`src/rtl/systolic_output_drain.sv`:
```
// Receive end of the systolic array: deskews row-skewed result lanes into aligned vectors,
// buffers them in a FIFO and drains them over valid/ready. Optional macro: DRAIN_RELU_EN.
module systolic_output_drain #(
  parameter int ARRAY_M      = 8,
  parameter int PE_OUT_WIDTH = 32,
  parameter int LATENCY      = 10,
  parameter int FIFO_DEPTH   = 16,
  parameter int CNT_WIDTH    = 16
) (
  input  logic                            clk,
  input  logic                            reset,
  input  logic                            start,
  input  logic [CNT_WIDTH-1:0]            num_vectors,
  input  logic [ARRAY_M*PE_OUT_WIDTH-1:0] result_data_set_in,
  output logic [ARRAY_M*PE_OUT_WIDTH-1:0] out_data,
  output logic                            out_valid,
  input  logic                            out_ready,
  output logic                            out_last,
  output logic                            busy,
  output logic                            done,
  output logic                            overflow
);
  localparam int VW       = ARRAY_M * PE_OUT_WIDTH;
  localparam int AW       = $clog2(FIFO_DEPTH);
  localparam int WAIT_CYC = LATENCY + ARRAY_M - 1;
  localparam logic [CNT_WIDTH-1:0] CNT_ONE   = CNT_WIDTH'(1);
  localparam logic [CNT_WIDTH-1:0] WAIT_LAST = CNT_WIDTH'(WAIT_CYC - 1);

  typedef enum logic [2:0] {S_IDLE, S_WAIT, S_CAPTURE, S_DRAIN, S_DONE} state_t;

  function automatic logic [VW-1:0] relu_vec(input logic [VW-1:0] v);
    logic [VW-1:0] r;
    r = v;
`ifdef DRAIN_RELU_EN
    for (int m = 0; m < ARRAY_M; m++)
      if (v[m*PE_OUT_WIDTH + PE_OUT_WIDTH - 1]) r[m*PE_OUT_WIDTH +: PE_OUT_WIDTH] = '0;
`endif
    return r;
  endfunction

  logic signed [PE_OUT_WIDTH-1:0] lane_in [ARRAY_M];
  logic signed [PE_OUT_WIDTH-1:0] aligned [ARRAY_M];
  logic [VW-1:0] aligned_vec;

  // Skew stage: lane m is delayed ARRAY_M-1-m cycles so all lanes of a vector line up.
  for (genvar m = 0; m < ARRAY_M; m++) begin : g_lane
    assign lane_in[m] = result_data_set_in[m*PE_OUT_WIDTH +: PE_OUT_WIDTH];
  end

  for (genvar m = 0; m < ARRAY_M - 1; m++) begin : g_skew
    localparam int D = ARRAY_M - 1 - m;
    logic signed [PE_OUT_WIDTH-1:0] skew_q [D];
    logic signed [PE_OUT_WIDTH-1:0] skew_d [D];
    always_comb begin
      skew_d[0] = lane_in[m];
      for (int s = 1; s < D; s++) skew_d[s] = skew_q[s-1];
    end
    always_ff @(posedge clk) skew_q <= skew_d;
    assign aligned[m] = skew_q[D-1];
  end
  assign aligned[ARRAY_M-1] = lane_in[ARRAY_M-1];

  always_comb begin
    aligned_vec = '0;
    for (int m = 0; m < ARRAY_M; m++)
      aligned_vec[m*PE_OUT_WIDTH +: PE_OUT_WIDTH] = aligned[m];
  end

  state_t               state_q, state_d;
  logic [CNT_WIDTH-1:0] k_q, k_d, cnt_q, cnt_d;
  logic [AW-1:0]        wr_ptr_q, wr_ptr_d, rd_ptr_q, rd_ptr_d;
  logic [AW:0]          count_q, count_d;
  logic                 overflow_q, overflow_d, done_q, done_d, busy_q, busy_d;
  logic                 push, pop, full, wr_en, vec_last;
  logic [VW:0]          mem_q [FIFO_DEPTH];

  // FIFO stage: each entry holds {last tag, aligned vector}.
  always_comb begin
    pop      = out_valid && out_ready;
    push     = (state_q == S_CAPTURE);
    full     = (count_q == (AW+1)'(FIFO_DEPTH));
    wr_en    = push && (!full || pop);
    vec_last = push && (cnt_q == k_q - CNT_ONE);
    wr_ptr_d = wr_en ? wr_ptr_q + AW'(1) : wr_ptr_q;
    rd_ptr_d = pop ? rd_ptr_q + AW'(1) : rd_ptr_q;
    count_d  = count_q;
    unique case ({wr_en, pop})
      2'b10:   count_d = count_q + (AW+1)'(1);
      2'b01:   count_d = count_q - (AW+1)'(1);
      default: count_d = count_q;
    endcase
  end

  always_ff @(posedge clk)
    if (wr_en) mem_q[wr_ptr_q] <= {vec_last, relu_vec(aligned_vec)};

  assign out_valid = (count_q != '0);
  assign out_data  = out_valid ? mem_q[rd_ptr_q][VW-1:0] : '0;
  assign out_last  = out_valid & mem_q[rd_ptr_q][VW];

  always_comb begin
    state_d    = state_q;
    k_d        = k_q;
    cnt_d      = cnt_q;
    overflow_d = overflow_q | (push && full && !pop);
    unique case (state_q)
      S_IDLE: if (start) begin
        k_d        = num_vectors;
        cnt_d      = '0;
        overflow_d = 1'b0;
        if (num_vectors == '0) state_d = S_DONE;
        else if (WAIT_CYC == 0) state_d = S_CAPTURE;
        else                    state_d = S_WAIT;
      end
      S_WAIT: if (cnt_q == WAIT_LAST) begin
        cnt_d   = '0;
        state_d = S_CAPTURE;
      end else cnt_d = cnt_q + CNT_ONE;
      S_CAPTURE: if (cnt_q == k_q - CNT_ONE) begin
        cnt_d   = '0;
        state_d = S_DRAIN;
      end else cnt_d = cnt_q + CNT_ONE;
      // Leave once the FIFO will be empty after this edge, counting a pop happening now.
      S_DRAIN: if (count_d == '0) state_d = S_DONE;
      S_DONE:  state_d = S_IDLE;
      default: state_d = S_IDLE;
    endcase
    done_d = (state_q == S_DONE);
    busy_d = (state_d != S_IDLE);
  end

  always_ff @(posedge clk) begin
    if (!reset) begin
      state_q    <= S_IDLE;
      k_q        <= '0;
      cnt_q      <= '0;
      wr_ptr_q   <= '0;
      rd_ptr_q   <= '0;
      count_q    <= '0;
      overflow_q <= 1'b0;
      done_q     <= 1'b0;
      busy_q     <= 1'b0;
    end else begin
      state_q    <= state_d;
      k_q        <= k_d;
      cnt_q      <= cnt_d;
      wr_ptr_q   <= wr_ptr_d;
      rd_ptr_q   <= rd_ptr_d;
      count_q    <= count_d;
      overflow_q <= overflow_d;
      done_q     <= done_d;
      busy_q     <= busy_d;
    end
  end

  assign busy     = busy_q;
  assign done     = done_q;
  assign overflow = overflow_q;

endmodule

```
`config.mk`:
```
export PLATFORM = sky130hd
export DESIGN_NAME = systolic_output_drain
export DESIGN_NICKNAME = d
export VERILOG_FILES = /design/src/rtl/systolic_output_drain.sv
export SDC_FILE = /design/constraint.sdc
export NUM_CORES = 2
export LEC_CHECK = 0
export ABC_AREA = 1
export CAP_MARGIN = 10
export CORE_UTILIZATION = 45
export CTS_CLUSTER_SIZE = 28
export DETAILED_ROUTE_END_ITERATION = 12
export PLACE_DENSITY_LB_ADDON = 0.3
export SKIP_LAST_GASP = 1
export SLEW_MARGIN = 20
export SYNTH_ARGS = -nofsm -noshare
export SYNTH_HDL_FRONTEND = slang
export SYNTH_MEMORY_MAX_BITS = 65536
export SYNTH_SLANG_ARGS = --single-unit
```
`constraint.sdc`:
```
create_clock -name clk -period 30 [get_ports clk]
set_input_delay 4.5 -clock clk [delete_from_list [all_inputs] [get_ports clk]]
set_output_delay 4.5 -clock clk [all_outputs]
set_load 0.005 [all_outputs]
```
Word level (Yosys, flattened, before mapping)
Memories as Yosys holds them, arrays and structs flattened. A register that Yosys moved wholly into a read port is not among the register bits.
Index checks and enable logic that the tools add are counted.
Widths: inputs -> output; s select.
{"block": "totals", "regBits": 947, "ramBits": 4112, "in_bits": 276, "output_inout_bits": 261, "wordCells": 90, "n_memories": 1}
{"block": "op_classes", "n_addsub": 6, "eq_ne": 10, "n_mux": 18, "n_bitwise": 2, "reduce_logical": 16}
{"memory": "mem_q", "depth": 16, "word_bits": 257, "read_ports": 1, "rd_ports_with_merged_regs": 1, "wr": 1, "line_no": "75", "source": "logic [VW:0] mem_q [FIFO_DEPTH];"}
{"operator": "$mux 256", "count": 1}
{"operator": "$mux 16", "count": 3}
{"operator": "$pmux 16 s3", "count": 1}
{"operator": "$add 16x1->16 const B", "count": 1}
{"operator": "$eq 16x16->1", "count": 1}
{"operator": "$eq 16x5->1 const B", "count": 1}
{"operator": "$logic_not 16->1", "count": 1}
{"operator": "$sub 16x1->16 const B", "count": 1}
{"operator": "$mux 3", "count": 5}
{"operator": "$pmux 3 s4", "count": 1}
{"operator": "$pmux 5 s2", "count": 1}
{"operator": "$add 4x1->4 const B", "count": 2}
{"operator": "$mux 4", "count": 2}
{"operator": "$eq 3x2->1 const B", "count": 2}
{"operator": "$reduce_bool 3->1", "count": 2}
{"operator": "$add 5x1->5 const B", "count": 1}
{"operator": "$eq 5x5->1 const B", "count": 1}
{"operator": "$logic_and 1x1->1", "count": 5}
{"operator": "$logic_not 5->1", "count": 1}
{"operator": "$reduce_bool 5->1", "count": 1}
{"operator": "$sub 5x1->5 const B", "count": 1}
{"operator": "$mux 1", "count": 4}
{"operator": "$reduce_and 2->1", "count": 2}
{"operator": "$eq 3x1->1 const B", "count": 1}
{"operator": "other kinds (9)", "count": 10}

Depth between registers and ports, before layout
{"block": "depth", "ltp_word": 10, "mapped_depth": 20, "depth_no_buf": 20}

Least setup slack after synthesis
Ideal clock, no wire load.
{"block": "synth_path", "kind": "input to register", "from": "input out_ready", "to": "memory mem_q[15][0] (netlist name), enable pin", "setup_ns": 0.880, "t_arrival_ns": 15.556, "required_ns": 29.120, "setup_slack_ns": 13.564, "cell_stages": 6, "path_buffers": 0, "cell_sequence": "nor2_1 -> nand3_2 -> nand2_4 -> nor2_1 -> inv_1 -> nor2_1"}
{"block": "synth_via", "elab_chain_len": 5}
{"element": "from (decl)", "line_no": "17", "source": "input logic out_ready,"}
{"element": "$logic_and 1x1->1", "line_no": "79", "source": "pop = out_valid && out_ready;"}
{"element": "$logic_or 1x1->1", "line_no": "82", "source": "wr_en = push && (!full || pop);"}
{"element": "$logic_and 1x1->1", "line_no": "82"}
{"element": "$mux 1", "line_no": "95", "source": "if (wr_en) mem_q[wr_ptr_q] <= {vec_last, relu_vec(aligned_vec)};"}
{"element": "$mux 1 (not written as such)", "line_no": "95"}
{"element": "to (decl)", "line_no": "75"}
No other way between the ends.

==> summary.md <==
| Metric | Value |
|---|---|
| Async S/R FF share, synth | `0` |
| Hold Path Class | `flop to flop` |
| Worst Path Max Fanout | `95` |
| CTS tree | `yes` |
| Synth cell count leaders | `edfxtp_1 (4112), nor2_1 (2115), o21ai_0 (2079), dfxtp_1 (951), o221ai_1 (837)` |
| Clock buffer depth | `4` |
| Port Buffers | `around 540` |
| Post-Syn Nets | `12.6k` |
| Mapped Cells | `12.3k` |
| Dpl ws | `19.18 ns` |
| Inserted Clock Buffers | `521` |
| Root buffer cell | `clkbuf_16` |
| Least-Margin Pin Slew | `1.38 ns` |
| Power Density | `roughly 69 mW/mm^2` |
| CP cell instances | `buf_4 > buf_4 > buf_4 > buf_4 > buf_4 > o21ai_0 > o221ai_1 > o211ai_1 > a21oi_1 > clkdlybuf4s50_1` |
| Ys flop type | `edfxtp_1` |
| First drt pass iteration count | `5` |
| Min-Delay Startpoint | `g_skew[1].skew_d[73]` |
| Synth area leader | `edfxtp_1` |
| WP buf/inv | `6` |
| Unrepaired setup endpoints after global routing | `no` |
| Synth Area per Inst | `14.5 sq um` |
| DR DRC count | `0` |
| Netlist cell types | `41` |
| Routed vias | `between 100k and 150k` |
| Fin crit period | `roughly 12 ns` |
| Most frequent CP cell | `buf_4` |
| Area growth, synth to finish | `15.2%` |
| WP data arrival | `~7.5 ns` |
| Share of cells above drive strength 1 | `0.0767` |
| Die W | `between 600 and 700 microns` |
| CORE AREA | `slightly below 0.4 sq mm` |
| First-pass GRT wire length | `slightly below 700000 microns` |
| Setup crit end kind | `primary output` |
| Vias in the first global route | `a little over 100k` |
| Clock sinks | `between 5k and 6k` |
| Total track usage | `0.225` |
| Vias per inst | `around 5.8` |
| CP peak stage delay | `approximately 0.86 ns` |
| Slowest stage cell on the critical path | `buf_4` |
| Setup Viol. Count Final | `0` |
| Status | `completed` |
| CP Data Required Time | `25.50 ns` |
| Die height | `roughly 630 microns` |
| Seq/Total Area, Yosys | `0.794` |
| GR Overflow Total | `0` |
| Most frequent cell after synthesis | `edfxtp_1` |
| Post-CTS setup buffer count | `0` |
| Slew Limit Fails | `0` |
| # hold bufs at CTS | `0` |
| Crit path launch type | `flop` |
| Antenna violations before repair | `13` |
| Setup TNS | `0 ns` |
| DRT iter0 DRCs | `approximately 11k` |
| P_leak | `approximately 67 nW` |
| Setup ws final | `around 18 ns` |
| Max_cap viols | `0` |
| Worst-Skew Late Latency | `1.01 ns` |
| Synthesized flop and latch total | `5063` |
| Critical path's top delay family | `buffers and inverters` |
| Crit Reg-Reg Startpoint | `state_q[1]` |
| Max VDD drop | `between 0.06 and 0.07 mV` |
| Nets | `~13k` |
| Final period util | `0.399` |
| Final HPWL DP | `about 230000 microns` |
| Top cells by area, synth | `edfxtp_1 (69%), dfxtp_1 (11%), o21ai_0 (5.8%)` |
| Final Hold Fails | `0` |
| Hold Slack | `between 0.3 and 0.4 ns` |
| Core Rows | `231` |
| Clock-pin slew on the worst setup and hold paths | `around 0.060 ns` |
| Post_cts resized | `0` |
| Setup CP Type | `flop to primary output` |
| Post-synth top area share | `0.688` |
| Fillers | `around 32k` |
| Routed wire length | `approximately 460000 microns` |
| Final ANT Viol Nets | `0` |
| Largest net degree at the start of global routing | `~240` |
| Reg2Reg Setup Slack | `24.72 ns` |
| IO Pins | `about 540` |
| RD Place Congestion | `about 0.77` |
| Rel. slew slack | `0.0817` |
| Post-synth EDFFs | `slightly above 4k` |
| Die Area | `between 0.4 and 0.5 sq mm` |
| Routed WL per cell | `between 20 and 30 microns` |
| H-tree levels | `6` |
| Post-layout util | `0.521` |
| Ys Warns | `0` |
| Post-Syn Area | `roughly 0.18 sq mm` |
| Max Fclk | `approximately 83 MHz` |
| Initial cell density of the core | `0.453` |
| Clk_skew | `~0.048 ns` |
[power by group]
part / leakage, nW / switching [mW] / total, mW / internal [mW]
sequential: 45.0 / 0.0816 / 7.73 / 7.65
clock: 8.37 / 2.72 / 6.41 / 3.69
combinational: 13.5 / 0.0348 / 0.0752 / 0.0404
[worst paths after layout]
path,cells after the start,endpoint
worst max-delay path,10,out_data[200]
worst min-delay path,0,g_skew[1].skew_d[41]
worst max register to register,10,mem_q[15][145]
worst min register to register,0,g_skew[1].skew_d[41]
[state kept, by name (all words and copies together) (netlist names), named ones only]
register / count
mem_q: 4112
g_skew.skew_d: 672
aligned: 192
g_skew.skew_q: 32
cnt_q: 16
k_q: 16
count_q: 5
rd_ptr_q: 4
wr_ptr_q: 4
state_q: 3
busy: 1
done: 1
overflow: 1
[routing by layer]
layer	wire (microns)	vias to the layer above	global-route usage
li1	-	47700	-
met1	192000	54600	0.306
met2	225000	4300	0.371
met3	31800	869	0.0282
met4	16300	14	0.0817
met5	97	-	0
[through the flow]
stage	instances	power (mW)	cell area (sq um)
CTS	18400	14.3	207000
detailed placement	17400	7.96	190000
global placement	17400	7.95	190000
global route	18400	14.6	207000
finish	18400	14.2	207000
floorplan	12300	7.86	179000
[layout by cell type, fill, tap and decap left out, types with 16 or more instances in the layout]
cell | netlist | routed
o21ai_1 | 16 | 16
dfxtp_1 | 951 | 947
o22ai_1 | 197 | 197
nand2_1 | 117 | 117
a21oi_1 | 287 | 287
buf_4 | 19 | 156
o211ai_1 | 191 | 191
clkdlybuf4s50_1 | 0 | 536
inv_1 | 75 | 74
xor2_1 | 19 | 19
bufinv_16 | 0 | 23
clkbuf_1 | 644 | 154
nor2_1 | 2115 | 2099
o21ai_0 | 2079 | 2079
nand4_1 | 17 | 17
clkinv_8 | 0 | 17
o221ai_1 | 837 | 837
clkbuf_8 | 0 | 60
edfxtp_1 | 4112 | 4112
buf_12 | 0 | 27
nor2_4 | 3 | 19
clkinv_1 | 4 | 47
nand3_1 | 355 | 355
clkinv_2 | 0 | 70
clkbuf_16 | 0 | 537
[worst reg2reg max path, cell delays in order, from the launching register on]
cell and delay (ns):
dfxtp_1 0.44, nand3_4 0.15, inv_4 0.11, nand2_4 0.09
nor2_1 0.13, inv_1 0.13, nor2_4 0.67, buf_4 0.85
buf_4 0.68, buf_4 0.79, buf_4 0.81
[cells by family (layout without fill, tap and decap cells)]
| kind of cell | Yosys count | in the layout | synth area share |
|---|---|---|---|
| xor+xnor | 27 | 27 | 0.00139 |
| simple gates | 2648 | 2648 | 0.0592 |
| compound gates | 3609 | 3609 | 0.122 |
| buf+inv | 987 | 1769 | 0.0226 |
| other cells | 0 | 5 | 0 |
| fa+ha+maj | 9 | 9 | 0.000627 |
| flops | 5063 | 5063 | 0.794 |
[area by class of cell]
cell class                 count  area, sq um  share of cell area
clock buffer                 752        14800              0.0718
inverter                      92          395             0.00191
multi-input combinational   6293        33000               0.160
clock inverter               205         2270              0.0110
timing repair buffer         720         7090              0.0343
tap                         5242         6560              0.0317
sequential                  5063       143000               0.689
antenna                        5         12.5           0.0000605
Power figures use the tool's default switching activity.
